<file path="src/rtl/updown_mod_counter.sv">
// updown_mod_counter: prescaled up/down modulo-MOD counter with parallel load,
// terminal count, one-cycle wrap pulse and sticky overflow flag.
// Optional build macro UDC_SATURATE_EN: steps past a bound hold q instead of
// wrapping; wrap never asserts and ovf flags the attempted overstep.
module updown_mod_counter #(
   parameter int unsigned WIDTH    = 4,
   parameter int unsigned MOD      = 16,
   parameter int unsigned PRESCALE = 1
) (
   input  logic             clk,
   input  logic             clr,
   input  logic             en,
   input  logic             up,
   input  logic             load,
   input  logic [WIDTH-1:0] load_val,
   input  logic             ovf_clr,
   output logic [WIDTH-1:0] q,
   output logic [WIDTH-1:0] qb,
   output logic             tc,
   output logic             wrap,
   output logic             ovf
);

   localparam int unsigned      PW      = (PRESCALE > 1) ? $clog2(PRESCALE) : 1;
   localparam logic [PW-1:0]    PS_LAST = PW'(PRESCALE - 1);
   localparam logic [WIDTH:0]   MOD_W   = (WIDTH + 1)'(MOD);
   localparam logic [WIDTH:0]   ONE_W   = (WIDTH + 1)'(1);
   localparam logic [WIDTH-1:0] TOP     = WIDTH'(MOD - 1);

   logic [WIDTH-1:0] cnt_q, cnt_d;
   logic [PW-1:0]    ps_q, ps_d;
   logic             wrap_q, wrap_d;
   logic             ovf_q, ovf_d;
   logic             step;
   logic             bound;
   logic [WIDTH:0]   nxt_w;

   // Next-state: load beats a count step, which beats hold.
   // Bound detection uses the extra bit of nxt_w: carry reaching MOD going up,
   // borrow out of zero going down.
   always_comb begin
      cnt_d  = cnt_q;
      ps_d   = ps_q;
      wrap_d = 1'b0;
      ovf_d  = ovf_q & ~ovf_clr;
      step   = 1'b0;
      bound  = 1'b0;
      nxt_w  = '0;

      if (load) begin
         cnt_d = ({1'b0, load_val} < MOD_W) ? load_val : TOP;
         ps_d  = '0;
      end else if (en) begin
         if (ps_q == PS_LAST) begin
            ps_d = '0;
            step = 1'b1;
         end else begin
            ps_d = ps_q + 1'b1;
         end
      end

      if (step) begin
         if (up) begin
            nxt_w = {1'b0, cnt_q} + ONE_W;
            bound = (nxt_w >= MOD_W);
         end else begin
            nxt_w = {1'b0, cnt_q} - ONE_W;
            bound = nxt_w[WIDTH];
         end

         if (bound) begin
`ifdef UDC_SATURATE_EN
            cnt_d  = cnt_q;
            ovf_d  = 1'b1;
`else
            cnt_d  = up ? '0 : TOP;
            wrap_d = 1'b1;
            ovf_d  = 1'b1;
`endif
         end else begin
            cnt_d = nxt_w[WIDTH-1:0];
         end
      end
   end

   // State registers with asynchronous active-low clear.
   always_ff @(posedge clk or negedge clr) begin
      if (!clr) begin
         cnt_q  <= '0;
         ps_q   <= '0;
         wrap_q <= 1'b0;
         ovf_q  <= 1'b0;
      end else begin
         cnt_q  <= cnt_d;
         ps_q   <= ps_d;
         wrap_q <= wrap_d;
         ovf_q  <= ovf_d;
      end
   end

   // Output decode; tc follows the live direction input.
   always_comb begin
      q    = cnt_q;
      qb   = ~cnt_q;
      wrap = wrap_q;
      ovf  = ovf_q;
      tc   = (up && (cnt_q == TOP)) || (!up && (cnt_q == '0));
   end

endmodule

</file>
<file path="config.mk">
export PLATFORM = sky130hd
export DESIGN_NAME = updown_mod_counter
export DESIGN_NICKNAME = d
export VERILOG_FILES = /design/src/rtl/updown_mod_counter.sv
export SDC_FILE = /design/constraint.sdc
export NUM_CORES = 1
export LEC_CHECK = 0
export ABC_AREA = 1
export CORE_AREA = 4 4 41 43
export CTS_CLUSTER_DIAMETER = 120
export CTS_CLUSTER_SIZE = 14
export DETAILED_ROUTE_END_ITERATION = 16
export DIE_AREA = 0 0 45 47
export HOLD_SLACK_MARGIN = 0.12
export PLACE_DENSITY_LB_ADDON = 0.25
export SYNTH_ARGS = -nofsm -noshare
export SYNTH_HDL_FRONTEND = slang
export SYNTH_SLANG_ARGS = --single-unit
</file>
<file path="constraint.sdc">
create_clock -name clk -period 1.95 [get_ports clk]
set_input_delay 0.2925 -clock clk [delete_from_list [all_inputs] [get_ports clk]]
set_output_delay 0.2925 -clock clk [all_outputs]
set_load 0.01 [all_outputs]
</file>
==> qor.yml, run 1 <==
timing:
  finalSetupViolations: 0
  drv_slew: 0
  slew_headroom: 0.795
  worst_pin_slew_ps: 306
  period_share: 0.900
  rsz0062_at_grt: "no"
  period_minus_slack_ps: 1750
  fmax_mhz: 570
  timing.hold.ws_ps: 295
  hold_violations: 0
  fin_worst_skew_ps: 5.08
place:
  port_buffers: 20
  dp_hpwl_um: 1000
  placed_cell_area_um2: 746
  place_congestion: 0.844
floorplanning:
  die_x_um: 45
  start_util: 0.376
  num_io_pins: 21
  die-area_um2: 2120
  rows: 13
  core_area_um2: 1300
  die_h_um: 47
global_route:
  grtUsageTotal: 0.117
  grt_pass1_wl_um: 1840
  grt_start_max_net_pins: 8
  antenna_found_initial: 0
  grt-ovfl-total: 0
  grt_pass1_vias: 446
synthesis:
  ys_types: 20
  synthesis.nets: 79
  ys.warnings.count: 0
  netlist_area_um2: 489
  syn_inst: 67
  syn_avg_cell_area_um2: 7.30
  ys_ff_latch: 6
  seq_area_frac_synth: 0.307
cells_and_area:
  fill_cells: 132
  postLayoutCellArea_um2: 785
  area_growth_pct: 60.4
  drive_gt1_frac: 0.250
  antennaDiodeCount: 0
  fin_nets: 110
  fin_util: 0.603
drt:
  postRouteWirelength_um: 1210
  vias: 528
  postRouteAntennaNets: 0
  route.detailed.drc: 0
  drt_iter0_drc: 20
  wl_per_cell_um: 10.9
  first_pass_iters: 4
  drt-vias-per-instance: 4.76
power:
  peakVddDrop_v: 0.000262
  power_leakage_uw: 0.000378
  power_uw: 483
  power_density_nw_per_um2: 616
critical_path:
  path_max_fanout: 3
  path_class: "register to output port"
  worstSetupEndpoint: "tc"
  rr_endpoint: "q[3]"
  crit_path_end_kind: "output port"
  r2r-start: "q[1]"
  crit_start: "q[1]"
  required_ps: 1660
  arrival_ps: 1460
  r2r_slack_ps: 560
  crit_path_start_kind: "register"
  reg2regPathDepth: 9
clock_tree:
  cts_resized: 7
  cts_num_sinks: 6
  holdBufCountCts: 0
  cts_htree_levels: 1
  post-cts-setup-buffer-count: 0
  clkTransAtPathRegs_ps: 50
  clk_path_buf_depth: 2
  cts_tree: "built"
  clk_latency_ps: 230
  cts_inserted_buffers: 3
  ctsRootBufferMaster: "clkbuf_4"
job:
  maxCapViolations: 0
hold_path:
  hp-class: "input pin to asynchronous set/reset pin"
run_status:
  outcome: "completed"
## layout make-up
| cell class | count | area (um2) | area share |
|---|---|---|---|
| tap | 15 | 18.8 | 0.0239 |
| inverter | 11 | 43.8 | 0.0558 |
| multi-input combinational | 48 | 290 | 0.370 |
| timing repair buffer | 28 | 259 | 0.330 |
| clock buffer | 3 | 22.5 | 0.0287 |
| sequential | 6 | 150 | 0.191 |
## cell usage after synthesis (all sizes together)
cell,instances,area [um2]
a21oi,1,5.00
a22oi,1,7.51
buf,2,22.5
dfrtp,6,150
ha,2,25.0
inv,11,43.8
nand2,19,95.1
nand3,8,45.0
nand4,1,6.26
nor2,11,56.3
o211ai,1,7.51
o21ai,2,10.0
o221ai,1,8.76
o22ai,1,6.26
## per-stage QoR
step	instances	setup WS [ps]	TNS (ps)
2_1_floorplan	67	442	0
3_3_place_gp	108	-15.4	-15.4
3_5_place_dp	108	-20.8	-20.8
4_1_cts	111	198	0
5_1_grt	111	89.6	0
6_report	111	195	0
## power by group
part / internal (uW) / leakage (uW) / switching [uW] / total (uW)
logic: 118 / 0.000288 / 102 / 220
clock network: 69.3 / 0.0000138 / 39.3 / 109
registers: 137 / 0.0000758 / 17.9 / 155
total: 324 / 0.000378 / 159 / 483
## layout by cell type (no fill, tap or decap)
| cell | count |
|---|---|
| buf_4 | 8 |
| nor2_4 | 2 |
| clkdlybuf4s50_1 | 19 |
| a21oi_1 | 1 |
| o22ai_1 | 1 |
| inv_2 | 4 |
| inv_1 | 6 |
| dfrtp_1 | 6 |
| nand3_1 | 7 |
| nor2_2 | 1 |
| a22oi_1 | 1 |
| clkbuf_4 | 3 |
| nand3_2 | 1 |
| o221ai_1 | 1 |
| nand2_8 | 1 |
| o21ai_0 | 2 |
| nand4_1 | 1 |
| dlygate4sd2_1 | 1 |
| nand2_4 | 1 |
| nor2_1 | 8 |
| ha_2 | 1 |
| o211ai_1 | 1 |
| ha_4 | 1 |
| inv_4 | 1 |
| nand2_1 | 17 |
## cells by family after synthesis
| logic type | share of synthesized area |
|---|---|
| flops | 0.307 |
| simple gates | 0.414 |
| buf+inv | 0.136 |
| fa+ha+maj | 0.0511 |
| compound gates | 0.0921 |
## how the worst min path moves through the flow
stage,start,to,slack [ps]
2_1_floorplan,clr,ovf,-3
3_3_place_gp,ovf,ovf,530
3_5_place_dp,ovf,ovf,530
4_1_cts,clr,ovf,300
5_1_grt,clr,q[1],310
6_report,clr,ovf,300
## registers in the layout, indices dropped and copies added, names as in the netlist
signal,count
wrap,1
ovf,1
q,4
## metal layers
layer,global-route usage,share of wire
met5,0,0
met3,0.0230,0.066
met1,0.167,0.46
met4,0.0175,0
met2,0.186,0.48
## critical path, cell delays in order (launching register included)
cell	delay, ps
dfrtp_1	400
ha_2	220
nand3_1	100
nor2_2	170
nor2_4	40
inv_1	40
dlygate4sd2_1	250
(Power assumes the default switching activity.)
==> run 2, diff against run 1 <==
Settings changed: CTS_CLUSTER_DIAMETER 120 to not set, GPL_TIMING_DRIVEN set to 0.
Clock period 1.95 ns to 2.07 ns, I/O delays scaled along.
==> qor.yml, run 2 (synthesis results as in run 1) <==
run_status:
  outcome: "completed"
place:
  dp_hpwl_um: 922  # -7.8%
  port_buffers: 19  # -5.0%
  place_congestion: 0.862  # +2.2%
  dp_cells: 101  # -6.5%
global_route:
  grtUsageTotal: 0.133  # +0.0158
  grt_pass1_vias: 456  # +2.2%
  antenna_found_initial: 0  # unchanged
  grt_start_max_net_pins: 9  # +1
  grt_pass1_wl_um: 1950  # +6.0%
  grt-ovfl-total: 0  # unchanged
cells_and_area:
  antennaDiodeCount: 0  # unchanged
  area_growth_pct: 55.2
  drive_gt1_frac: 0.239  # -0.0109
  layout.cells.non_filler: 107  # -3.6%
  final_cell_mix: "clkdlybuf4s50_1, nand2_1, nor2_1, nand3_1, inv_1"
  fill_cells: 146  # +11%
  mostFrequentLayoutCell: "clkdlybuf4s50_1"
  multiInputGateArea_um2: 288  # -0.86%
  fin_util: 0.584  # -0.0192
  largest_reg_flops: 4  # unchanged
  final-seq-area_um2: 153  # +1.7%
  fin_nets: 106  # -3.6%
drt:
  postRouteWirelength_um: 1240  # +2.9%
  wl_per_cell_um: 11.6  # +6.7%
  drt_iter0_drc: 14  # -30%
  drt-vias-per-instance: 4.85  # +2.0%
  first_pass_iters: 4  # unchanged
  vias: 519  # -1.7%
  postRouteAntennaNets: 0  # unchanged
  route.detailed.drc: 0  # unchanged
clock_tree:
  cts_tree: "built"
  cts_num_sinks: 6  # unchanged
  clkTransAtPathRegs_ps: 40  # about the same
  clk_path_buf_depth: 2  # unchanged
  cts_htree_levels: 1  # unchanged
  holdBufCountCts: 0  # unchanged
  cts_inserted_buffers: 3  # unchanged
  ctsRootBufferMaster: "clkbuf_4"
  clk_latency_ps: 240  # about the same
timing:
  rsz0062_at_grt: "no"
  setup_tns_ps: 0  # unchanged
  worst_pin_slew_ps: 301  # -5.36 ps
  fin_worst_skew_ps: 1.83  # -3.25 ps
  slew_headroom: 0.799  # +0.00359
  hold_violations: 0  # unchanged
  finalSetupViolations: 0  # unchanged
  period_share: 0.883
  fmax_mhz: 547
  period_minus_slack_ps: 1830
  drv_slew: 0  # unchanged
power:
  power_density_nw_per_um2: 602  # -2.2%
  peakVddDrop_v: 0.000280  # +6.9%
  power_leakage_uw: 0.000363  # -4.0%
  power_uw: 457  # -5.3%
critical_path:
  reg2regPathDepth: 9  # unchanged
  crit_path_end_kind: "output port"
  path_class: "register to output port"
  arrival_ps: 1520  # +60 ps
  required_ps: 1760  # +100 ps
  crit_path_start_kind: "register"
  path_max_fanout: 4  # +1
floorplanning:
  start_util: 0.376  # unchanged
  die_h_um: 47  # unchanged
  die_x_um: 45  # unchanged
  num_io_pins: 21  # unchanged
  rows: 13  # unchanged
  core_area_um2: 1300  # unchanged
  die-area_um2: 2120  # unchanged
hold_path:
  hp-class: "input pin to asynchronous set/reset pin"
job:
  maxCapViolations: 0  # unchanged
## run 2: cell type report
type                            count  area share
Timing Repair Buffer               22       0.278
Buffer                              2      0.0297
Sequential cell                     6       0.201
Tap cell                           15      0.0247
Multi-Input combinational cell     48       0.379
Clock buffer                        3      0.0297
Inverter                           11      0.0577
## run 2: layer usage
layer / part of all wire / global-route usage / routed length (um)
met1: 0.44 / 0.164 / 544
met2: 0.49 / 0.215 / 607
met3: 0.072 / 0.0575 / 90
met4: 0 / 0.0292 / 0
met5: 0 / 0 / 0
## run 2: path summary, 6_finish.rpt
| path | startpoint | end | slack (ps) |
|---|---|---|---|
| worst min register to register | ovf | ovf | 540 |
| max in group asynchronous | clr | q[0] | 1540 |
| min in group clk | up | q[1] | 460 |
| worst max-delay path | q[0] | tc | 240 |
| worst min-delay path | clr | wrap | 300 |
| worst max register to register | q[0] | q[3] | 790 |
## run 2: critical path: stages, from the launching register on
cell and delay, ps:
dfrtp_2 430, ha_1 240, nand3_1 110, nor2_2 60
nor2_4 110, inv_1 40, dlygate4sd2_1 270
## run 2: through the flow
| stage | setup slack [ps] | area [um2] | hold slack, ps |
|---|---|---|---|
| floorplan | 544 | 489 | 14.9 |
| finish | 243 | 759 | 300 |
| global route | 130 | 759 | 302 |
| detailed placement | 47.4 | 698 | 535 |
| CTS | 233 | 759 | 293 |
| global placement | 80.0 | 698 | 526 |
## run 2: what timing repair did
action / CTS / global route
resized for setup: 8 / 0
setup buffers: 3 / 0
setup endpoints to repair: 1 / 0
## run 2: report_power, final
part	leakage [uW]	internal (uW)	switching [uW]
clock network	0.0000138	65.6	42.3
registers	0.0000736	130	14.8
logic	0.000276	107	98.2
total	0.000363	302	155
==> run 3, diff against run 2 <==
Settings changed: CTS_CLUSTER_SIZE 14 to 12, SLEW_MARGIN set to 20.
==> results of run 3 <==
No change in the layout: final DEF, timing and power equal those of run 2.
